### src/rtl/core_config_pkg.sv
// Shared core configuration: ALU command encoding, CSR unit state type and
// CSR address classification helpers.
package core_config_pkg;

  typedef enum logic [4:0] {
    c_NOP    = 5'd0,
    c_ADD    = 5'd1,
    c_SUB    = 5'd2,
    c_AND    = 5'd3,
    c_OR     = 5'd4,
    c_XOR    = 5'd5,
    c_SLL    = 5'd6,
    c_SRL    = 5'd7,
    c_SRA    = 5'd8,
    c_SLT    = 5'd9,
    c_SLTU   = 5'd10,
    c_CSRRW  = 5'd11,
    c_CSRRS  = 5'd12,
    c_CSRRC  = 5'd13,
    c_CSRRWI = 5'd14,
    c_CSRRSI = 5'd15,
    c_CSRRCI = 5'd16
  } alu_commands_t;

  typedef enum logic [2:0] {
    IDLE  = 3'd0,
    READ  = 3'd1,
    WRITE = 3'd2,
    DONE  = 3'd3,
    ERR   = 3'd4
  } csr_state_t;

  // The top two address bits equal to 2'b11 mark the read-only CSR space.
  function automatic logic csr_is_ro(input logic [11:0] addr);
    return (addr[11:10] == 2'b11);
  endfunction

  function automatic logic csr_is_op(input alu_commands_t c);
    return (c == c_CSRRW)  || (c == c_CSRRS)  || (c == c_CSRRC) ||
           (c == c_CSRRWI) || (c == c_CSRRSI) || (c == c_CSRRCI);
  endfunction

  function automatic logic csr_is_imm(input alu_commands_t c);
    return (c == c_CSRRWI) || (c == c_CSRRSI) || (c == c_CSRRCI);
  endfunction

  function automatic logic csr_is_wr_form(input alu_commands_t c);
    return (c == c_CSRRW) || (c == c_CSRRWI);
  endfunction

endpackage

### src/rtl/csr_wdata_gen.sv
// Write-data merge for CSR operations: replace, set bits or clear bits of the
// old CSR value with the source operand.
module csr_wdata_gen
  import core_config_pkg::*;
#(
  parameter int XLEN = 32
) (
  input  alu_commands_t   op,
  input  logic [XLEN-1:0] readback,
  input  logic [XLEN-1:0] src,
  output logic [XLEN-1:0] wd
);

  always_comb begin
    wd = src;
    case (op)
      c_CSRRS, c_CSRRSI: wd = readback | src;
      c_CSRRC, c_CSRRCI: wd = readback & ~src;
      default:           wd = src;
    endcase
  end

endmodule

### src/rtl/csr_unit.sv
// Zicsr execution unit: sequences a handshaked CSR read, an optional write,
// and holds the old value (or an access fault) until the pipeline clears it.
module csr_unit
  import core_config_pkg::*;
#(
  parameter int XLEN       = 32,
  parameter int CSR_ADDR_W = 12,
  parameter int REG_ADDR_W = 5,
  parameter int RD_TIMEOUT = 16
) (
  input  logic                  clk,
  input  logic                  rst_n,
  input  alu_commands_t         cmd,
  input  logic [XLEN-1:0]       arg0,
  input  logic [REG_ADDR_W-1:0] rs1_idx,
  input  logic [XLEN-1:0]       imm,
  input  logic [REG_ADDR_W-1:0] i_rd,
  input  logic                  clear,
  output logic                  busy,
  output logic                  i_error,
  output logic [XLEN-1:0]       res,
  output logic [REG_ADDR_W-1:0] o_rd,
  output logic                  valid,
  output logic                  o_error,
  output logic                  csr_re,
  output logic [CSR_ADDR_W-1:0] csr_ra,
  input  logic                  csr_rvalid,
  input  logic [XLEN-1:0]       csr_rd,
  output logic                  csr_we,
  output logic [CSR_ADDR_W-1:0] csr_wa,
  output logic [XLEN-1:0]       csr_wd,
  input  logic                  csr_err
);

  localparam int TMO_W = (RD_TIMEOUT > 1) ? $clog2(RD_TIMEOUT) : 1;
  localparam logic [TMO_W-1:0] TMO_LAST = TMO_W'(RD_TIMEOUT - 1);

  csr_state_t            state_q, state_d;
  alu_commands_t         op_q, op_d;
  logic [XLEN-1:0]       src_q, src_d;
  logic [CSR_ADDR_W-1:0] addr_q, addr_d;
  logic [REG_ADDR_W-1:0] rd_q, rd_d;
  logic                  do_rd_q, do_rd_d;
  logic                  do_wr_q, do_wr_d;
  logic                  ro_q, ro_d;
  logic [XLEN-1:0]       rdata_q, rdata_d;
  logic [TMO_W-1:0]      tmo_q, tmo_d;

  logic                  accept;
  logic [XLEN-1:0]       src_in;
  logic                  do_rd_in, do_wr_in, ro_in;
  logic [XLEN-1:0]       wd_merged;
  logic                  unused_imm;

  assign unused_imm = ^imm[XLEN-1:CSR_ADDR_W];

  // Decode of the incoming instruction, only consumed on accept.
  assign src_in   = csr_is_imm(cmd) ? {{(XLEN-REG_ADDR_W){1'b0}}, rs1_idx} : arg0;
  assign do_rd_in = !(csr_is_wr_form(cmd) && (i_rd == '0));
  assign do_wr_in = csr_is_wr_form(cmd) || (rs1_idx != '0);
  assign ro_in    = csr_is_ro(imm[11:0]);
  assign accept   = (state_q == IDLE) && csr_is_op(cmd) && !clear;

  always_comb begin
    state_d = state_q;
    op_d    = op_q;
    src_d   = src_q;
    addr_d  = addr_q;
    rd_d    = rd_q;
    do_rd_d = do_rd_q;
    do_wr_d = do_wr_q;
    ro_d    = ro_q;
    rdata_d = rdata_q;
    tmo_d   = tmo_q;
    case (state_q)
      IDLE: begin
        tmo_d = '0;
        if (accept) begin
          op_d    = cmd;
          src_d   = src_in;
          addr_d  = imm[CSR_ADDR_W-1:0];
          rd_d    = i_rd;
          do_rd_d = do_rd_in;
          do_wr_d = do_wr_in;
          ro_d    = ro_in;
          // Without a read only a W form is possible, so the RO fault is known now.
          if (do_rd_in)   state_d = READ;
          else if (ro_in) state_d = ERR;
          else            state_d = WRITE;
        end
      end
      READ: begin
        if (clear) begin
          state_d = IDLE;
          tmo_d   = '0;
        end else if (csr_rvalid) begin
          rdata_d = csr_rd;
          tmo_d   = '0;
          if (csr_err)              state_d = ERR;
          else if (do_wr_q && ro_q) state_d = ERR;
          else if (do_wr_q)         state_d = WRITE;
          else                      state_d = DONE;
        end else if (tmo_q == TMO_LAST) begin
          state_d = ERR;
          tmo_d   = '0;
        end else begin
          tmo_d = tmo_q + TMO_W'(1);
        end
      end
      WRITE: begin
        if (clear)        state_d = IDLE;
        else if (csr_err) state_d = ERR;
        else              state_d = DONE;
      end
      DONE, ERR: begin
        if (clear) state_d = IDLE;
      end
      default: state_d = IDLE;
    endcase
  end

  always_ff @(posedge clk or negedge rst_n) begin
    if (!rst_n) begin
      state_q <= IDLE;
      op_q    <= c_NOP;
      src_q   <= '0;
      addr_q  <= '0;
      rd_q    <= '0;
      do_rd_q <= 1'b0;
      do_wr_q <= 1'b0;
      ro_q    <= 1'b0;
      rdata_q <= '0;
      tmo_q   <= '0;
    end else begin
      state_q <= state_d;
      op_q    <= op_d;
      src_q   <= src_d;
      addr_q  <= addr_d;
      rd_q    <= rd_d;
      do_rd_q <= do_rd_d;
      do_wr_q <= do_wr_d;
      ro_q    <= ro_d;
      rdata_q <= rdata_d;
      tmo_q   <= tmo_d;
    end
  end

  csr_wdata_gen #(.XLEN(XLEN)) u_wdata (
    .op       (op_q),
    .readback (rdata_q),
    .src      (src_q),
    .wd       (wd_merged)
  );

  assign busy    = (state_q != IDLE);
  assign i_error = !csr_is_op(cmd);
  assign csr_re  = (state_q == READ);
  assign csr_ra  = (state_q == READ) ? addr_q : '0;
  assign csr_we  = (state_q == WRITE);
  assign csr_wa  = (state_q == WRITE) ? addr_q : '0;
  assign csr_wd  = (state_q == WRITE) ? wd_merged : '0;
  assign valid   = (state_q == DONE) || (state_q == ERR);
  assign o_error = (state_q == ERR);
  assign res     = ((state_q == DONE) && do_rd_q) ? rdata_q : '0;
  assign o_rd    = (state_q == DONE) ? rd_q : '0;

endmodule

### config.mk
export PLATFORM = sky130hd
export DESIGN_NAME = csr_unit
export DESIGN_NICKNAME = d
export VERILOG_FILES = /design/src/rtl/core_config_pkg.sv /design/src/rtl/csr_wdata_gen.sv /design/src/rtl/csr_unit.sv
export SDC_FILE = /design/constraint.sdc
export NUM_CORES = 1
export LEC_CHECK = 0
export BUFFER_PORTS_ARGS = -buffer_cell sky130_fd_sc_hd__buf_2
export CORE_ASPECT_RATIO = 0.9
export CORE_UTILIZATION = 44
export DETAILED_ROUTE_END_ITERATION = 16
export GPL_TIMING_DRIVEN = 0
export PLACE_DENSITY = 0.79
export SLEW_MARGIN = 20
export SYNTH_ARGS = -nofsm -noshare
export SYNTH_HDL_FRONTEND = slang
export SYNTH_SLANG_ARGS = --single-unit
### constraint.sdc
create_clock -name clk -period 1.9 [get_ports clk]
set_input_delay 0.19 -clock clk [delete_from_list [all_inputs] [get_ports clk]]
set_output_delay 0.19 -clock clk [all_outputs]
set_load 0.1 [all_outputs]
==> impl_metrics.py, run 1 <==
metrics = {
    "timing": {
        "period_minus_slack_ps": 2640,
        "final-hold-violation-count": 0,
        "slew_violations": 0,
        "finalSetupViolations": 190,
        "finClkSkew_ps": 6.59,
        "slew_headroom": 0.425,
        "clock.fmax_mhz": 378,
        "worst_hold_slack_ps": 57.2,
        "tns_ps": -59690,
        "finalCritPeriodShare": 1.39,
        "rsz0062_at_grt": "yes",
        "postLayoutSetupSlackWorst_ps": -745,
        "worst_pin_slew_ps": 855,
    },
    "clocking": {
        "cts_tree": "done",
        "cts.sink_count": 96,
        "clockBufferDepth": 2,
        "insertion_delay_ps": 360,
        "clk_pin_slew_ps": 70,
        "cts_buffers": 9,
        "cts-root-buf": "clkbuf_16",
        "htree_levels": 3,
    },
    "worst_setup_path": {
        "cp.buffers_inverters": 3,
        "crit_family": "simple AND/OR/NAND/NOR gates",
        "cp-start-kind": "flip-flop",
        "crit_arrival_ps": 2450,
        "path_max_fanout": 10,
        "critPathKind": "flip-flop to primary output",
        "endpoint_kind": "primary output",
        "cpPeakStageDelay_ps": 600,
        "crit_slowest_cell": "or4b_4",
        "path_cells": "or4b_4 > o32ai_4 > buf_12 > buf_8 > nand3b_1 > a21oi_4 > buf_12",
        "crit_top_cell": "buf_12",
        "critical_path_required_ps": 1710,
    },
    "global_route": {
        "grt_overflow": 0,
        "grt_pass1_wl_um": 34600,
        "grt_max_degree": 73,
        "grt_pass1_vias": 6085,
        "antenna_found_initial": 1,
        "grt_use_total": 0.391,
    },
    "drt": {
        "drc": 0,
        "drt-met1-wl_um": 8970,
        "vias_per_cell": 6.44,
        "wl_met3_um": 2540,
        "routedWlPerCell_um": 29.7,
        "wl_um": 27900,
        "ant_nets": 0,
        "firstDrtPassIters": 5,
        "drt_iter0_markers": 654,
        "top_layer": "met5",
        "vias": 6048,
        "met2WireLength_um": 13600,
    },
    "synth": {
        "synthCells": 515,
        "syn_nets": 632,
        "syn_area_um2": 5040,
        "ys_warn_count": 0,
        "avgSynthCellArea_um2": 9.79,
        "synth-edff-count": 0,
        "synth_async_sr_flop_share": 1.00,
        "yosys_register_bits": 96,
        "yosysSeqAreaShare": 0.476,
        "ys_types": 44,
        "synth_flop_cell": "dfrtp_1",
    },
    "floorplanning": {
        "core_um2": 11000,
        "ioPinCount": 215,
        "initial_core_util": 0.459,
        "fp-row-count": 36,
        "fp.dieW_um": 115,
        "die-area_um2": 11900,
        "fp.dieH_um": 104,
    },
    "finish": {
        "layout.cells.non_filler": 939,
        "mostFrequentLayoutCell": "buf_12",
        "post-route-util": 0.929,
        "drive_gt1_frac": 0.668,
        "layout_common_cells": "buf_12, buf_2, dfrtp_1",
        "nets": 896,
        "fill_cells": 346,
        "area_growth_pct": 102,
    },
    "placement": {
        "place_inst": 861,
        "numPortBuffers": 193,
        "place.gp.congestion": 0.824,
        "dpl.hpwl_um": 11000,
        "pre_cts_ws_ps": -562,
    },
    "pwr": {
        "p_leak_nw": 4.56,
        "power_density_nw_per_um2": 1610,
        "ir_drop_mv": 1.52,
    },
    "outcome": {
        "violations": "negative setup slack",
        "status": "finished, violations left",
    },
    "run": {
        "maxCapViolCount": 0,
    },
    "hold_path": {
        "hp-class": "input pin to flip-flop",
    },
}
synthesized netlist by cell type (2+ instances only):
library cell,instances,area (um2)
o21ai_0,39,195
nand3_1,2,10.0
and3_1,32,200
mux2_4,18,270
mux2i_1,6,60.1
a21oi_1,34,170
a21o_1,4,30.0
dfrtp_1,96,2400
clkbuf_1,27,101
nand2_1,103,387
nand3b_1,33,248
inv_1,4,15.0
nor3_1,4,20.0
a22oi_1,3,22.5
or3_1,3,18.8
and2_1,29,181
buf_2,6,30.0
buf_6,3,33.8
a22o_1,2,17.5
nor2_1,6,22.5
nor2b_1,3,18.8
mux2_2,36,405
report_power, final:
group / switching (mW) / internal [mW] / leakage [nW] / total, mW
registers: 1.29 / 3.04 / 1.18 / 4.32
logic: 5.76 / 4.45 / 3.23 / 10.2
clock network: 0.857 / 1.09 / 0.150 / 1.95
total: 7.91 / 8.58 / 4.56 / 16.5
final timing paths:
kind,startpoint,endpoint,slack (ps),cells past startpoint
min in group asynchronous,rst_n,addr_q[3],250,2
max reg2reg,state_q[2],rdata_q[26],-330,10
min,imm[3],addr_q[3],60,2
max,op_q[3],csr_wd[29],-740,7
max in group asynchronous,rst_n,state_q[1],980,3
min reg2reg,src_q[2],src_q[2],540,2
layout make-up:
cell class	count	area, um2	area share
multi-input combinational	377	3530	0.346
timing repair buffer	256	3280	0.321
sequential	96	2410	0.236
buffer	34	459	0.0450
clock buffer	13	260	0.0255
tap	152	190	0.0186
clock inverter	3	40.0	0.00392
inverter	5	36.3	0.00355
antenna	3	7.51	0.000735
layer usage:
layer / global-route usage / up-vias
li1: - / 2322
met1: 0.418 / 2925
met2: 0.695 / 564
met3: 0.0919 / 235
met4: 0.225 / 2
met5: 0 / -
sequential cells by signal, indices dropped and copies added, names as in the netlist:
name and count:
addr_q 12, ro_q 1, src_q 32, state_q 3, tmo_q 4, op_q 5, do_wr_q 1, rd_q 5
rdata_q 32, do_rd_q 1
timing repair:
action                                  4_1_cts  5_1_grt
hold buffers                                  1        0
endpoints found under the setup margin      185      192
cloned                                       15        2
resized for setup                           595      126
hold endpoints to repair                     24        0
setup buffers                                35       18
pin swaps                                    32       19
cells by family after synthesis:
kind of cell,after synthesis,share of synthesized area
multiplexers,60,0.146
AND/OR/NAND/NOR,224,0.234
flip-flops,96,0.476
buffers and inverters,42,0.0375
AO/OA/AOI/OAI,91,0.102
adder cells (fa/ha/maj),1,0.00248
XOR/XNOR,1,0.00174
per-stage QoR:
step | instance area (um2) | power [mW]
after floorplan | 5630 | 8.82
after global placement | 6790 | 9.79
after detailed placement | 6820 | 10.0
after CTS | 9790 | 14.5
after global routing | 10200 | 16.8
final | 10200 | 16.5
No activity file was read; power rests on OpenSTA's default activity.
==> run 2: changes to the inputs <==
CTS_BUF_LIST = sky130_fd_sc_hd__clkbuf_8 sky130_fd_sc_hd__clkbuf_16   (was not set)
==> run 2 against run 1 <==
Against the previous run: the flow still finishes with violations (negative setup slack); final area unchanged; clock skew grew 0.91 ps; die area did not move; via count down 0.35%; critical endpoint unchanged.
==> impl_metrics.py, run 2 (synthesized netlist as in run 1, its figures left out) <==
metrics = {
    "pwr": {
        "ir_drop_mv": 1.52,
        "power_density_nw_per_um2": 1610,
        "p_total_mw": 16.5,
        "p_leak_nw": 4.56,
    },
    "timing": {
        "postLayoutSetupSlackWorst_ps": -729,
        "final-hold-violation-count": 0,
        "slew_violations": 0,
        "slew_headroom": 0.439,
        "finalCritPeriodShare": 1.38,
        "period_minus_slack_ps": 2630,
        "clock.fmax_mhz": 380,
        "tns_ps": -59490,
        "worst_pin_slew_ps": 834,
        "finalSetupViolations": 190,
        "finClkSkew_ps": 7.51,
        "rsz0062_at_grt": "yes",
    },
    "placement": {
        "place.gp.congestion": 0.824,
        "numPortBuffers": 193,
        "pre_cts_ws_ps": -562,
        "dpl.hpwl_um": 11000,
        "place_inst": 861,
    },
    "worst_setup_path": {
        "path_max_fanout": 10,
        "worstRegToRegCells": 10,
        "rr_endpoint": "rdata_q[26]",
        "crit_arrival_ps": 2440,
        "rrSetupSlack_ps": -330,
        "rr_startpoint": "state_q[2]",
        "endpoint_kind": "primary output",
        "critical_path_required_ps": 1710,
        "critPathKind": "flip-flop to primary output",
        "cp-start-kind": "flip-flop",
    },
    "global_route": {
        "grt_max_degree": 73,
        "grt_pass1_wl_um": 34600,
        "grt_use_total": 0.391,
        "antenna_found_initial": 1,
        "grt_overflow": 0,
        "grt_pass1_vias": 6085,
    },
    "hold_path": {
        "hp-class": "input pin to flip-flop",
        "hold_start": "imm[3]",
        "hold_path_end": "addr_q[3]",
        "hold_depth": 2,
    },
    "drt": {
        "drt_iter0_markers": 625,
        "wl_um": 27900,
        "ant_nets": 0,
        "vias": 6027,
        "firstDrtPassIters": 5,
        "drc": 0,
        "vias_per_cell": 6.42,
        "routedWlPerCell_um": 29.7,
    },
    "clocking": {
        "htree_levels": 3,
        "clk_pin_slew_ps": 70,
        "clockBufferDepth": 2,
        "insertion_delay_ps": 360,
        "cts.sink_count": 96,
        "cts-root-buf": "clkbuf_16",
        "cts_tree": "done",
        "cts_buffers": 9,
    },
    "finish": {
        "layout.cells.non_filler": 939,
        "layout_common_cells": "buf_12, buf_2, dfrtp_1",
        "reg.largest.list": "rdata_q (32), src_q (32), addr_q (12)",
        "area_growth_pct": 102,
        "mostFrequentLayoutCell": "buf_12",
        "drive_gt1_frac": 0.668,
        "nets": 896,
        "post-route-util": 0.929,
    },
    "run": {
        "maxCapViolCount": 0,
    },
    "floorplanning": {
        "ioPinCount": 215,
        "core_um2": 11000,
        "die-area_um2": 11900,
        "initial_core_util": 0.459,
        "fp-row-count": 36,
        "fp.dieW_um": 115,
        "fp.dieH_um": 104,
    },
    "outcome": {
        "status": "finished, violations left",
        "violations": "negative setup slack",
    },
}
[run 2: how the worst max path moves through the flow]
| stage | from | end | cells past startpoint |
|---|---|---|---|
| CTS | op_q[3] | csr_wd[19] | 7 |
| global route | op_q[3] | csr_wd[20] | 7 |
| floorplan | cmd[1] | addr_q[0] | 6 |
| finish | op_q[3] | csr_wd[29] | 7 |
| global placement | state_q[1] | res[25] | 6 |
| detailed placement | state_q[1] | res[8] | 6 |
[run 2: worst max-delay path, cell delays in order (launching register included)]
cell      delay, ps
dfrtp_1         420
or4b_4          590
o32ai_4         160
buf_12          180
buf_8           140
nand3b_1        170
a21oi_4         210
buf_12          190
[run 2: report_power, final]
part,leakage (nW),internal [mW],total (mW),switching (mW)
sequential,1.18,3.04,4.32,1.29
combinational,3.23,4.45,10.2,5.76
clock,0.158,1.08,1.94,0.861
total,4.56,8.57,16.5,7.91
[run 2: layer usage]
metal / vias to the layer above / global-route usage / wire length, um
met1: 2958 / 0.418 / 9040
li1: 2321 / - / -
met3: 220 / 0.0919 / 2480
met2: 526 / 0.695 / 13700
met4: 2 / 0.225 / 2660
met5: - / 0 / 9
[run 2: metrics by stage]
stage          hold WS (ps)  instance area (um2)
6_report               53.3                10200
3_3_place_gp            421                 6790
4_1_cts                62.0                 9790
3_5_place_dp           69.1                 6820
5_1_grt                65.4                10200
2_1_floorplan          -106                 5630
[run 2: cell type report]
| cell class | instances | area, um2 |
|---|---|---|
| clock buffers | 11 | 253 |
| plain buffers | 34 | 459 |
| clock inverters | 5 | 47.5 |
| multi-input cells | 377 | 3530 |
| inverters | 5 | 36.3 |
| flip-flops and latches | 96 | 2410 |
| diodes | 3 | 7.51 |
| fillers | 346 | 778 |
| repair buffers | 256 | 3280 |
| well taps | 152 | 190 |
[run 2: timing repair]
action,CTS,global route
endpoints found under the setup margin,185,192
buffers inserted,35,18
pin swaps,32,19
endpoints found under the hold margin,24,0
resized for setup,595,126
hold buffers,1,0
cloned,15,2
==> run 3: changes to the inputs <==
CORE_ASPECT_RATIO = 2   (was 0.9)
CTS_CLUSTER_DIAMETER = 120   (was not set)
TNS_END_PERCENT = 30   (was not set)
==> run 3 against run 2 <==
Against the previous run: final area is 11% lower; via count is 15% lower; count of clock-buffer cells in the layout is 1 lower; largest cell class is now multi-input combinational cells; global-route usage is 6.8 points lower; first-iteration DRC count is 72% lower; setup slack better by 170 ps; the run still ends with negative setup slack left; sequential power is 7.6% lower.
==> impl_metrics.py, run 3 (synthesized netlist as in run 1, its figures left out) <==
metrics = {
    "outcome": {
        "status": "finished, violations left",
        "violations": "negative setup slack",
    },
    "clocking": {
        "clk_pin_slew_ps": 70,
        "cts_tree": "done",
        "insertion_delay_ps": 340,
        "cts_buffers": 9,
        "cts-root-buf": "clkbuf_16",
        "htree_levels": 3,
        "cts.sink_count": 96,
        "clockBufferDepth": 2,
    },
    "pwr": {
        "p_leak_nw": 4.04,
        "power_density_nw_per_um2": 1510,
        "ir_drop_mv": 1.80,
    },
    "placement": {
        "dpl.hpwl_um": 11800,
        "place.gp.congestion": 0.811,
        "numPortBuffers": 193,
    },
    "worst_setup_path": {
        "crit_arrival_ps": 2270,
        "cpPeakStageDelay_ps": 560,
        "cp.buffers_inverters": 3,
        "rrSetupSlack_ps": -340,
        "worstRegToRegCells": 7,
        "endpoint_kind": "primary output",
        "path_max_fanout": 10,
        "critPathKind": "flip-flop to primary output",
        "crit_family": "simple AND/OR/NAND/NOR gates",
        "critical_path_required_ps": 1710,
        "cp-start-kind": "flip-flop",
        "rr_endpoint": "addr_q[9]",
        "crit_slowest_cell": "or4b_4",
        "path_cells": "or4b_4 > o32ai_4 > buf_6 > buf_8 > nand3b_1 > a21oi_4 > buf_12",
        "rr_startpoint": "state_q[1]",
    },
    "timing": {
        "finalSetupViolations": 179,
        "slew_headroom": 0.441,
        "postLayoutSetupSlackWorst_ps": -559,
        "final-hold-violation-count": 0,
        "rsz0062_at_grt": "yes",
        "worst_pin_slew_ps": 839,
        "period_minus_slack_ps": 2460,
        "finClkSkew_ps": 8.90,
        "worst_hold_slack_ps": 79.9,
        "clock.fmax_mhz": 407,
        "slew_violations": 0,
        "finalCritPeriodShare": 1.29,
    },
    "drt": {
        "wl_um": 19600,
        "vias": 5120,
        "vias_per_cell": 5.75,
        "drt_iter0_markers": 175,
        "routedWlPerCell_um": 22.0,
        "drc": 0,
        "firstDrtPassIters": 4,
        "ant_nets": 0,
    },
    "floorplanning": {
        "fp.dieH_um": 153,
        "core_um2": 11200,
        "die-area_um2": 11900,
        "fp.dieW_um": 77.7,
        "initial_core_util": 0.450,
        "ioPinCount": 215,
        "fp-row-count": 55,
    },
    "finish": {
        "reg.largest.list": "rdata_q (32), src_q (32), addr_q (12)",
        "mostFrequentLayoutCell": "nand2_1",
        "n_antenna_cell": 0,
        "area_growth_pct": 79.7,
        "nets": 860,
        "layout_common_cells": "nand2_1, buf_2, dfrtp_1",
        "drive_gt1_frac": 0.579,
        "post-route-util": 0.808,
        "fill_cells": 607,
    },
    "global_route": {
        "grt_use_total": 0.323,
        "antenna_found_initial": 0,
        "grt_max_degree": 55,
        "grt_overflow": 0,
        "grt_pass1_vias": 5638,
        "grt_pass1_wl_um": 29200,
    },
    "hold_path": {
        "hp-class": "input pin to flip-flop",
        "hold_depth": 2,
        "hold_path_end": "addr_q[7]",
        "hold_start": "imm[7]",
    },
    "run": {
        "maxCapViolCount": 0,
    },
}
[run 3: cell count changes in the layout (fill, tap and decap cells not counted), moves of 13 or more]
cell / delta
mux2_4: -32
nand2_1: +33
buf_12: -20
nand2_2: -22
o21ai_0: +20
o21ai_2: -13
mux2_2: +32
[run 3: worst register-to-register path: stages, from the launching register on]
cell,delay (ps)
dfrtp_2,430
buf_6,130
buf_6,120
or3_4,370
or3_4,440
buf_12,170
buf_12,150
mux2_4,310
[run 3: metrics by stage]
stage | worst slack, ps | power [mW] | TNS, ps | instance area, um2 | instances
after floorplan | -370 | 8.78 | -33630 | 5570 | 515
after global placement | -443 | 9.77 | -76560 | 6710 | 850
after detailed placement | -488 | 10.0 | -58820 | 6750 | 851
after CTS | -538 | 13.1 | -32110 | 8850 | 883
after global routing | -653 | 14.2 | -46190 | 9060 | 890
final | -559 | 13.7 | -38600 | 9060 | 890
[run 3: area by class of cell]
cell class                      count  area, um2  share of cell area
Timing Repair Buffer              219       2620               0.289
Sequential cell                    96       2410               0.266
Buffer                             35        420              0.0464
Clock buffer                       10        239              0.0264
Inverter                            5       31.3             0.00345
Clock inverter                      6       36.3             0.00400
Tap cell                          142        178              0.0196
Multi-Input combinational cell    377       3130               0.346
[run 3: repair_timing]
action	4_1_cts	5_1_grt
hold buffers	1	0
cloned	1	1
gates resized for setup	466	55
buffers inserted	15	7
pin swaps	20	7
setup endpoints to repair	186	185
hold endpoints to repair	42	0
[run 3: how the worst max path moves through the flow]
stage,start,end,slack [ps],cells after the start
2_1_floorplan,cmd[1],addr_q[0],-370,6
3_3_place_gp,state_q[1],res[6],-440,6
3_5_place_dp,state_q[1],res[6],-490,6
4_1_cts,op_q[3],csr_wd[2],-540,7
5_1_grt,op_q[3],csr_wd[20],-650,7
6_report,op_q[3],csr_wd[11],-560,7
[run 3: power breakdown]
part	internal (mW)	total (mW)	switching, mW	leakage (nW)
clock	0.916	1.72	0.805	0.132
combinational	3.21	8.00	4.79	2.73
sequential	3.04	3.99	0.944	1.18
[run 3: routing by layer]
| metal | track usage | vias to the layer above | part of all wire |
|---|---|---|---|
| met5 | 0 | - | 0 |
| li1 | - | 2252 | - |
| met2 | 0.625 | 244 | 0.57 |
| met4 | 0.178 | 0 | 0.058 |
| met3 | 0.0519 | 75 | 0.047 |
| met1 | 0.313 | 2549 | 0.32 |
